## config.mk

```make
export PLATFORM = sky130hd
export DESIGN_NAME = id_ex_register
export DESIGN_NICKNAME = d
export VERILOG_FILES = /design/src/rtl/ctrl_pkg.sv /design/src/rtl/load_use_detect.sv /design/src/rtl/id_ex_register.sv
export SDC_FILE = /design/constraint.sdc
export NUM_CORES = 1
export LEC_CHECK = 0
export CORE_ASPECT_RATIO = 1.1
export CORE_MARGIN = 10
export CORE_UTILIZATION = 40
export CTS_BUF_LIST = sky130_fd_sc_hd__clkbuf_4
export DETAILED_ROUTE_END_ITERATION = 6
export PLACE_DENSITY_LB_ADDON = 0.08
export RECOVER_POWER = 50
export SYNTH_ARGS = -nofsm -noshare
export SYNTH_HDL_FRONTEND = slang
export SYNTH_HIERARCHICAL = 1
export SYNTH_SLANG_ARGS = --single-unit
export TNS_END_PERCENT = 30
```

## constraint.sdc

```tcl
create_clock -name clk -period 3.2 [get_ports clk]
set_clock_uncertainty 0.1 [all_clocks]
set_input_delay 0.48 -clock clk [delete_from_list [all_inputs] [get_ports clk]]
set_output_delay 0.48 -clock clk [all_outputs]
set_load 0.03 [all_outputs]
```

## src/rtl/ctrl_pkg.sv

```systemverilog
// Shared decode/control definitions for the ID/EX boundary: ALU op encodings and the
// packed control bundle carried down the pipe.
package ctrl_pkg;

    localparam int unsigned ALU_OP_W = 4;

    localparam logic [ALU_OP_W-1:0] ALU_ADD  = 4'd0;
    localparam logic [ALU_OP_W-1:0] ALU_SUB  = 4'd1;
    localparam logic [ALU_OP_W-1:0] ALU_AND  = 4'd2;
    localparam logic [ALU_OP_W-1:0] ALU_OR   = 4'd3;
    localparam logic [ALU_OP_W-1:0] ALU_XOR  = 4'd4;
    localparam logic [ALU_OP_W-1:0] ALU_NOR  = 4'd5;
    localparam logic [ALU_OP_W-1:0] ALU_SLT  = 4'd6;
    localparam logic [ALU_OP_W-1:0] ALU_SLTU = 4'd7;
    localparam logic [ALU_OP_W-1:0] ALU_SLL  = 4'd8;
    localparam logic [ALU_OP_W-1:0] ALU_SRL  = 4'd9;
    localparam logic [ALU_OP_W-1:0] ALU_SRA  = 4'd10;
    localparam logic [ALU_OP_W-1:0] ALU_LUI  = 4'd11;

    typedef struct packed {
        logic                reg_write;
        logic                mem_read;
        logic                mem_write;
        logic                mem_to_reg;
        logic                alu_src;
        logic                reg_dst;
        logic [ALU_OP_W-1:0] alu_op;
    } ctrl_t;

    // Bubble and reset both load this, so an empty slot can never write anything.
    localparam ctrl_t ZERO_CTRL = '0;

endpackage

```

## src/rtl/load_use_detect.sv

```systemverilog
// Load-use hazard detection: a load in EX whose destination feeds a source of the
// instruction currently in decode.
module load_use_detect #(
    parameter int unsigned RA_W = 5
) (
    input  logic            ex_valid_i,
    input  logic            ex_mem_read_i,
    input  logic [RA_W-1:0] ex_rt_i,
    input  logic            id_valid_i,
    input  logic [RA_W-1:0] id_rs_i,
    input  logic [RA_W-1:0] id_rt_i,
    input  logic            id_uses_rt_i,
    output logic            hazard_o
);

    logic ex_is_load;
    logic rs_match;
    logic rt_match;

    // r0 is hardwired to zero, so a load targeting it never produces a real dependency.
    assign ex_is_load = ex_valid_i & ex_mem_read_i & (ex_rt_i != '0);
    assign rs_match   = (ex_rt_i == id_rs_i);
    assign rt_match   = id_uses_rt_i & (ex_rt_i == id_rt_i);
    assign hazard_o   = id_valid_i & ex_is_load & (rs_match | rt_match);

endmodule

```

## src/rtl/id_ex_register.sv

```systemverilog
// ID/EX pipeline register with load-use interlock, branch squash and a saturating
// stall-cycle counter.
module id_ex_register
    import ctrl_pkg::*;
#(
    parameter int unsigned DATA_W = 32,
    parameter int unsigned RA_W   = 5,
    parameter int unsigned CNT_W  = 16
) (
    input  logic              clk,
    input  logic              rst_n,

    input  logic              ID_valid,
    input  logic [RA_W-1:0]   ID_rs,
    input  logic [RA_W-1:0]   ID_rt,
    input  logic [RA_W-1:0]   ID_rd,
    input  logic              ID_uses_rt,
    input  logic [DATA_W-1:0] ID_rs_data,
    input  logic [DATA_W-1:0] ID_rt_data,
    input  logic [DATA_W-1:0] ID_imm,
    input  logic              ID_reg_write,
    input  logic              ID_mem_read,
    input  logic              ID_mem_write,
    input  logic              ID_mem_to_reg,
    input  logic              ID_alu_src,
    input  logic              ID_reg_dst,
    input  logic [3:0]        ID_alu_op,
    input  logic              EX_flush,

    output logic              ID_EX_valid,
    output logic [RA_W-1:0]   ID_EX_rs,
    output logic [RA_W-1:0]   ID_EX_rt,
    output logic [RA_W-1:0]   ID_EX_rd,
    output logic [DATA_W-1:0] ID_EX_rs_data,
    output logic [DATA_W-1:0] ID_EX_rt_data,
    output logic [DATA_W-1:0] ID_EX_imm,
    output logic              ID_EX_reg_write,
    output logic              ID_EX_mem_read,
    output logic              ID_EX_mem_write,
    output logic              ID_EX_mem_to_reg,
    output logic              ID_EX_alu_src,
    output logic              ID_EX_reg_dst,
    output logic [3:0]        ID_EX_alu_op,
    output logic              stall,
    output logic [CNT_W-1:0]  stall_count
);

    localparam logic [CNT_W-1:0] CNT_MAX = '1;

    logic              valid_q,   valid_d;
    logic [RA_W-1:0]   rs_q,      rs_d;
    logic [RA_W-1:0]   rt_q,      rt_d;
    logic [RA_W-1:0]   rd_q,      rd_d;
    logic [DATA_W-1:0] rs_data_q, rs_data_d;
    logic [DATA_W-1:0] rt_data_q, rt_data_d;
    logic [DATA_W-1:0] imm_q,     imm_d;
    ctrl_t             ctrl_q,    ctrl_d;
    logic [CNT_W-1:0]  cnt_q,     cnt_d;

    ctrl_t id_ctrl;
    logic  hazard;

    assign id_ctrl = '{
        reg_write:  ID_reg_write,
        mem_read:   ID_mem_read,
        mem_write:  ID_mem_write,
        mem_to_reg: ID_mem_to_reg,
        alu_src:    ID_alu_src,
        reg_dst:    ID_reg_dst,
        alu_op:     ID_alu_op
    };

    load_use_detect #(
        .RA_W (RA_W)
    ) u_load_use_detect (
        .ex_valid_i    (valid_q),
        .ex_mem_read_i (ctrl_q.mem_read),
        .ex_rt_i       (rt_q),
        .id_valid_i    (ID_valid),
        .id_rs_i       (ID_rs),
        .id_rt_i       (ID_rt),
        .id_uses_rt_i  (ID_uses_rt),
        .hazard_o      (hazard)
    );

    // A taken branch discards decode anyway, so holding the front end would be pointless.
    assign stall = hazard & ~EX_flush;

    always_comb begin
        valid_d   = 1'b0;
        rs_d      = '0;
        rt_d      = '0;
        rd_d      = '0;
        rs_data_d = '0;
        rt_data_d = '0;
        imm_d     = '0;
        ctrl_d    = ZERO_CTRL;
        if (!EX_flush && !hazard) begin
            valid_d   = ID_valid;
            rs_d      = ID_rs;
            rt_d      = ID_rt;
            rd_d      = ID_rd;
            rs_data_d = ID_rs_data;
            rt_data_d = ID_rt_data;
            imm_d     = ID_imm;
            ctrl_d    = ID_valid ? id_ctrl : ZERO_CTRL;
        end
    end

    always_comb begin
        cnt_d = cnt_q;
        if (stall && (cnt_q != CNT_MAX)) begin
            cnt_d = cnt_q + CNT_W'(1);
        end
    end

    always_ff @(posedge clk or negedge rst_n) begin
        if (!rst_n) begin
            valid_q   <= 1'b0;
            rs_q      <= '0;
            rt_q      <= '0;
            rd_q      <= '0;
            rs_data_q <= '0;
            rt_data_q <= '0;
            imm_q     <= '0;
            ctrl_q    <= ZERO_CTRL;
            cnt_q     <= '0;
        end else begin
            valid_q   <= valid_d;
            rs_q      <= rs_d;
            rt_q      <= rt_d;
            rd_q      <= rd_d;
            rs_data_q <= rs_data_d;
            rt_data_q <= rt_data_d;
            imm_q     <= imm_d;
            ctrl_q    <= ctrl_d;
            cnt_q     <= cnt_d;
        end
    end

    assign ID_EX_valid      = valid_q;
    assign ID_EX_rs         = rs_q;
    assign ID_EX_rt         = rt_q;
    assign ID_EX_rd         = rd_q;
    assign ID_EX_rs_data    = rs_data_q;
    assign ID_EX_rt_data    = rt_data_q;
    assign ID_EX_imm        = imm_q;
    assign ID_EX_reg_write  = ctrl_q.reg_write;
    assign ID_EX_mem_read   = ctrl_q.mem_read;
    assign ID_EX_mem_write  = ctrl_q.mem_write;
    assign ID_EX_mem_to_reg = ctrl_q.mem_to_reg;
    assign ID_EX_alu_src    = ctrl_q.alu_src;
    assign ID_EX_reg_dst    = ctrl_q.reg_dst;
    assign ID_EX_alu_op     = ctrl_q.alu_op;
    assign stall_count      = cnt_q;

endmodule
```

# == Word level (Yosys, flattened, before mapping) ==
# Index checks and enable logic that the tools add are counted.
# op_classes
muxes,9
add_sub_neg,1
bitwise_logic,8
reduce_logical,5
eq_ne,3
# ops
op,count
$mux W32,3
$mux W10,2
$add A16 B1 Y16 const B,1
$ne A16 B16 Y1 const B,1
$mux W5,3
$eq A5 B5 Y1,2
$and A1 B1 Y1,6
$reduce_bool A5 Y1,1
$logic_and A1 B1 Y1,2
$logic_not A1 Y1,2
$mux W1,1
$not A1 Y1,1
$or A1 B1 Y1,1
# word_totals
regBits,138
out_inout_bits,139
elab_cells,41
input_bits,126

# == Depth between registers and ports, before layout ==
# logic_depth
depth_word,7
depth_mapped,8

# == Hierarchy ==
# Netlist, hierarchy kept.
# by_module_without_submodules
module,cells_each,seq_area_each_um2,area_per_inst_um2,n_inst
id_ex_register,334,3453.3,4697.0,1
load_use_detect,17,0.0,130.1,1

# == Worst setup path after synthesis ==
# Ideal clock, no wire load.
# synth_path
path_kind,flip-flop to flip-flop
start,reg rt_q[2] (netlist: ID_EX_rt[2])
end,reg cnt_q[1] (netlist: stall_count[1])
path_slack_ns,0.470
required_ns,2.972
path_stages_with_launch,8
period_less_slack_ns,2.730
t_arrival_ns,2.502
path_buffers,0
path_cell_list,dfrtp_1 xor2_1 nor4_1 nand3_1 a21oi_1 nor2b_1 o21ai_4 mux2_1
# synth_between
elab_chain_cells,6
word_cells_on_any_way,10
# synth_lines
item,line,rtl
"start, declared",id_ex_register.sv:52,"logic [RA_W-1:0] rt_q, rt_d;"
"start signal, assigned",id_ex_register.sv:131,rt_q <= rt_d;
$eq A5 B5 Y1 / $reduce_bool A5 Y1 (equally long branches),"load_use_detect.sv:23, load_use_detect.sv:21",
$and A1 B1 Y1 (on tied branches),"load_use_detect.sv:23, load_use_detect.sv:21",
$or A1 B1 Y1 / $and A1 B1 Y1 (equally long branches),load_use_detect.sv:24,assign hazard_o = id_valid_i & ex_is_load & (rs_match | rt_match);
$and A1 B1 Y1 *,load_use_detect.sv:24,
named net hazard,id_ex_register.sv:61,logic hazard;
$and A1 B1 Y1 *,id_ex_register.sv:87,assign stall = hazard & ~EX_flush;
named net stall,id_ex_register.sv:44,"output logic stall,"
$logic_and A1 B1 Y1 *,id_ex_register.sv:112,if (stall && (cnt_q != CNT_MAX)) begin
"end signal, assigned",id_ex_register.sv:137,cnt_q <= cnt_d;
"end, declared",id_ex_register.sv:58,"logic [CNT_W-1:0] cnt_q, cnt_d;"
# The timed path passes the listed nets; every way through them passes the cells marked *.
# A chain may end at the register's enable or synchronous reset.

# == Worst setup path in the final report ==
# layout_path
start,reg rt_q[2] (netlist: ID_EX_rt[2])
end,out stall
# layout_between
elab_chain_cells,5
word_cells_on_any_way,9
# layout_lines
item,line
$eq A5 B5 Y1 / $reduce_bool A5 Y1 (equally long branches),"load_use_detect.sv:23, load_use_detect.sv:21"
$and A1 B1 Y1 (on tied branches),"load_use_detect.sv:23, load_use_detect.sv:21"
$or A1 B1 Y1 / $and A1 B1 Y1 (equally long branches),load_use_detect.sv:24
$and A1 B1 Y1 *,load_use_detect.sv:24
named net hazard,id_ex_register.sv:61
$and A1 B1 Y1 *,id_ex_register.sv:87
"end, declared",id_ex_register.sv:44
# Marks and branches as above.

==> impl_metrics.sql <==
INSERT INTO impl_metrics (metric_group, metric, value, unit) VALUES
('synth', 'yosys.area.top_type', 'sky130_fd_sc_hd__dfrtp_1', ''),
('critical_path', 'critPathArrivalTime', '2390', 'ps'),
('die', 'io_pins', '265', ''),
('sta', 'final-setup-viol-count', '0', ''),
('power_and_ir_drop', 'pwr_density_cell', '458', 'nW/um2'),
('critical_path', 'critical_path.startpoint_type', 'flip-flop', ''),
('die', 'initial_standard_cell_utilization_of_the_core', '0.405', ''),
('global_route', 'grt_overflow', '0', ''),
('die', 'placement_rows', '42', ''),
('die', 'floorplan.die_area', '16900', 'um2'),
('power_and_ir_drop', 'total_leakage_power', '3.67', 'nW'),
('synth', 'synthesis.area', '4830', 'um2'),
('sta', 'layout_worst_path_cycle_share', '0.928', ''),
('synth', 'count_of_cell_types_in_the_netlist', '33', ''),
('global_route', 'gr-usage-all-layers', '0.176', ''),
('hold_path', 'worstHoldPathCells', '2', ''),
('routing', 'initialDrtViolationCount', '189', ''),
('synth', 'most_numerous_cell_types_in_the_synthesized_netlist', '138 x sky130_fd_sc_hd__dfrtp_1, 114 x sky130_fd_sc_hd__and2_1, 14 x sky130_fd_sc_hd__clkbuf_1', ''),
('flow_run', 'drv.max_cap_violation_count', '1', ''),
('synth', 'synth_compound_gate_area_share', '0.0184', ''),
('clock_tree', 'tritoncts_clock_tree', 'built', ''),
('synth', 'synth_fa_ha_area_frac', '0.00259', ''),
('hold_path', 'whs_endpoint', 'ID_EX_rt_data[27]', ''),
('placement', 'place_hpwl', '11600', 'um'),
('sta', 'relSlewSlack', '-0.275', ''),
('synth', 'postSynthRegisterBits', '138', ''),
('synth', 'synth-simple-area-share', '0.207', ''),
('clock_tree', 'clk_pin_slew', '120', 'ps'),
('synth', 'syn_nets', '478', ''),
('power_and_ir_drop', 'peakVddDrop', '0.000269', 'V'),
('critical_path', 'worst_setup_path_end_kind', 'output port', ''),
('sta', 'maxSlewViolCount', '81', ''),
('die', 'chipWidth', '125', 'um'),
('global_route', 'grt_first_pass_wirelength', '22800', 'um'),
('synth', 'synthXorXnorAreaFrac', '0.0381', ''),
('cells_and_area', 'drive_gt1_frac', '0.0736', ''),
('synth', 'synth_sequential_area_ratio', '0.715', ''),
('sta', 'grt_setup_unrepaired', 'false', ''),
('clock_tree', 'insertion_delay', '500', 'ps'),
('routing', 'routed-via-count', '3558', ''),
('synth', 'multiplexer_share_of_the_synthesized_area', '0.00467', ''),
('critical_path', 'timing.critical_path.fanout_max', '4', ''),
('critical_path', 'rrSetupSlack', '330', 'ps'),
('synth', 'netlist_instances', '351', ''),
('global_route', 'grt_antenna_before_repair', '1', ''),
('sta', 'final_hold_vio_count', '0', ''),
('placement', 'place_ws', '181', 'ps'),
('critical_path', 'worstReg2RegEnd', 'ID_EX_rt_data[22]', ''),
('clock_tree', 'h_tree_depth', '4', ''),
('cells_and_area', 'finalNetCount', '754', ''),
('power_and_ir_drop', 'post-layout-total-power', '3.65', 'mW'),
('clock_tree', 'clk_path_buf_depth', '2', ''),
('run_status', 'status', 'finished with violations', ''),
('routing', 'ant_nets', '0', ''),
('synth', 'synth-warning-count', '6', ''),
('routing', 'post_drt_via_cell_ratio', '4.48', ''),
('critical_path', 'r2r-start', 'ID_EX_rt[3]', ''),
('global_route', 'pin_count_of_the_biggest_net_entering_global_routing', '81', ''),
('run_status', 'failed_checks', 'max-capacitance violations, max-slew violations', ''),
('placement', 'gp_congestion', '0.766', ''),
('synth', 'ys_dominant_reg_cell', 'sky130_fd_sc_hd__dfrtp_1', ''),
('routing', 'routed_wire_length_per_instance', '18.6', 'um'),
('synth', 'number_of_flops_mapped_to_enable_cells_by_yosys', '0', ''),
('synth', 'dominant_combinational_cell_family_by_area_after_synthesis', 'simple AND/OR/NAND/NOR gates', ''),
('routing', 'dr.pass1.iters', '6', ''),
('synth', 'avg_cell_area_syn', '13.8', 'um2'),
('synth', 'share_of_the_synthesized_area_in_the_top_cell_type', '0.715', ''),
('clock_tree', 'clock_sinks', '138', ''),
('hold_path', 'min-delay-path-class', 'input port to flip-flop', ''),
('sta', 'tns', '0', 'ps'),
('placement', 'io_buffer_count', '264', '');
power by group:
part | total, mW | switching, mW | internal [mW]
sequential | 1.84 | 0.0236 | 1.82
clock | 1.22 | 0.611 | 0.607
combinational | 0.592 | 0.300 | 0.292
area by class of cell:
type                            instances  area (um2)
Tap cell                              154         193
Antenna cell                            1        2.50
Clock buffer                           17         128
Inverter                                1        3.75
Multi-Input combinational cell        197        1310
Timing Repair Buffer                  272        2710
Clock inverter                         14         180
Fill cell                             939        3950
Sequential cell                       138        3450
per-layer routing:
| metal | GRT usage | part of all wire | up-vias |
|---|---|---|---|
| li1 | - | - | 1687 |
| met3 | 0.113 | 0.13 | 23 |
| met2 | 0.294 | 0.51 | 168 |
| met5 | 0 | 0 | - |
| met4 | 0.0732 | 0.023 | 0 |
| met1 | 0.171 | 0.34 | 1680 |
stage by stage:
stage | util | instance area, um2 | std cells | hold slack (ps)
5_1_grt | 0.669 | 7980 | 794 | 351
4_1_cts | 0.671 | 8000 | 793 | 355
3_5_place_dp | 0.644 | 7680 | 761 | 408
2_1_floorplan | - | 4830 | 351 | 84.4
3_3_place_gp | 0.644 | 7680 | 761 | 399
6_report | 0.669 | 7980 | 794 | 412
cells by family (layout without fill, tap and decap cells):
kind of cell	count (synthesis)	after routing
other	0	1
muxes	2	2
buffers and inverters	16	304
xor gates and xnor gates	21	21
DFF	138	138
AOI/OAI and AO/OA	11	11
adders and majority gates	1	1
and+or+nand+nor	162	162
worst max-delay path by stage:
stage                startpoint         endpoint  slack [ps]  depth (start not counted)
finish              ID_EX_rt[2]            stall         230                          7
global route        ID_EX_rt[2]            stall          10                          7
CTS                 ID_EX_rt[2]            stall         150                          7
detailed placement     ID_rt[2]  stall_count[15]         180                          9
global placement       ID_rt[2]  stall_count[15]         190                          9
floorplan           ID_EX_rt[2]   stall_count[1]         470                          7
cell usage in the layout (no fill, tap or decap), drive strengths merged, types with 4 or more instances in the layout:
master | Yosys | layout
and2 | 114 | 114
and3 | 11 | 11
buf | 1 | 6
bufinv | 0 | 4
clkbuf | 14 | 20
clkdlybuf4s50 | 0 | 193
clkinv | 0 | 7
dfrtp | 138 | 138
dlygate4sd3 | 0 | 70
nand2 | 4 | 4
nand3 | 9 | 9
nand4 | 5 | 5
nor2 | 5 | 5
nor3 | 5 | 5
xnor2 | 11 | 11
xor2 | 10 | 10
repair_timing:
| action | CTS | global route |
|---|---|---|
| hold endpoints to repair | 78 | 0 |
| setup buffers | 0 | 0 |
| hold buffers | 1 | 0 |
| setup endpoints to repair | 0 | 0 |
critical path: stages, from the launching register on:
cell and delay, ps:
sky130_fd_sc_hd__dfrtp_1 460, sky130_fd_sc_hd__xor2_1 190, sky130_fd_sc_hd__nor4_1 270, sky130_fd_sc_hd__nand3_1 110
sky130_fd_sc_hd__a21oi_1 290, sky130_fd_sc_hd__buf_4 200, sky130_fd_sc_hd__nor2b_1 190, sky130_fd_sc_hd__buf_4 190
Power figures use the tool's default switching activity.
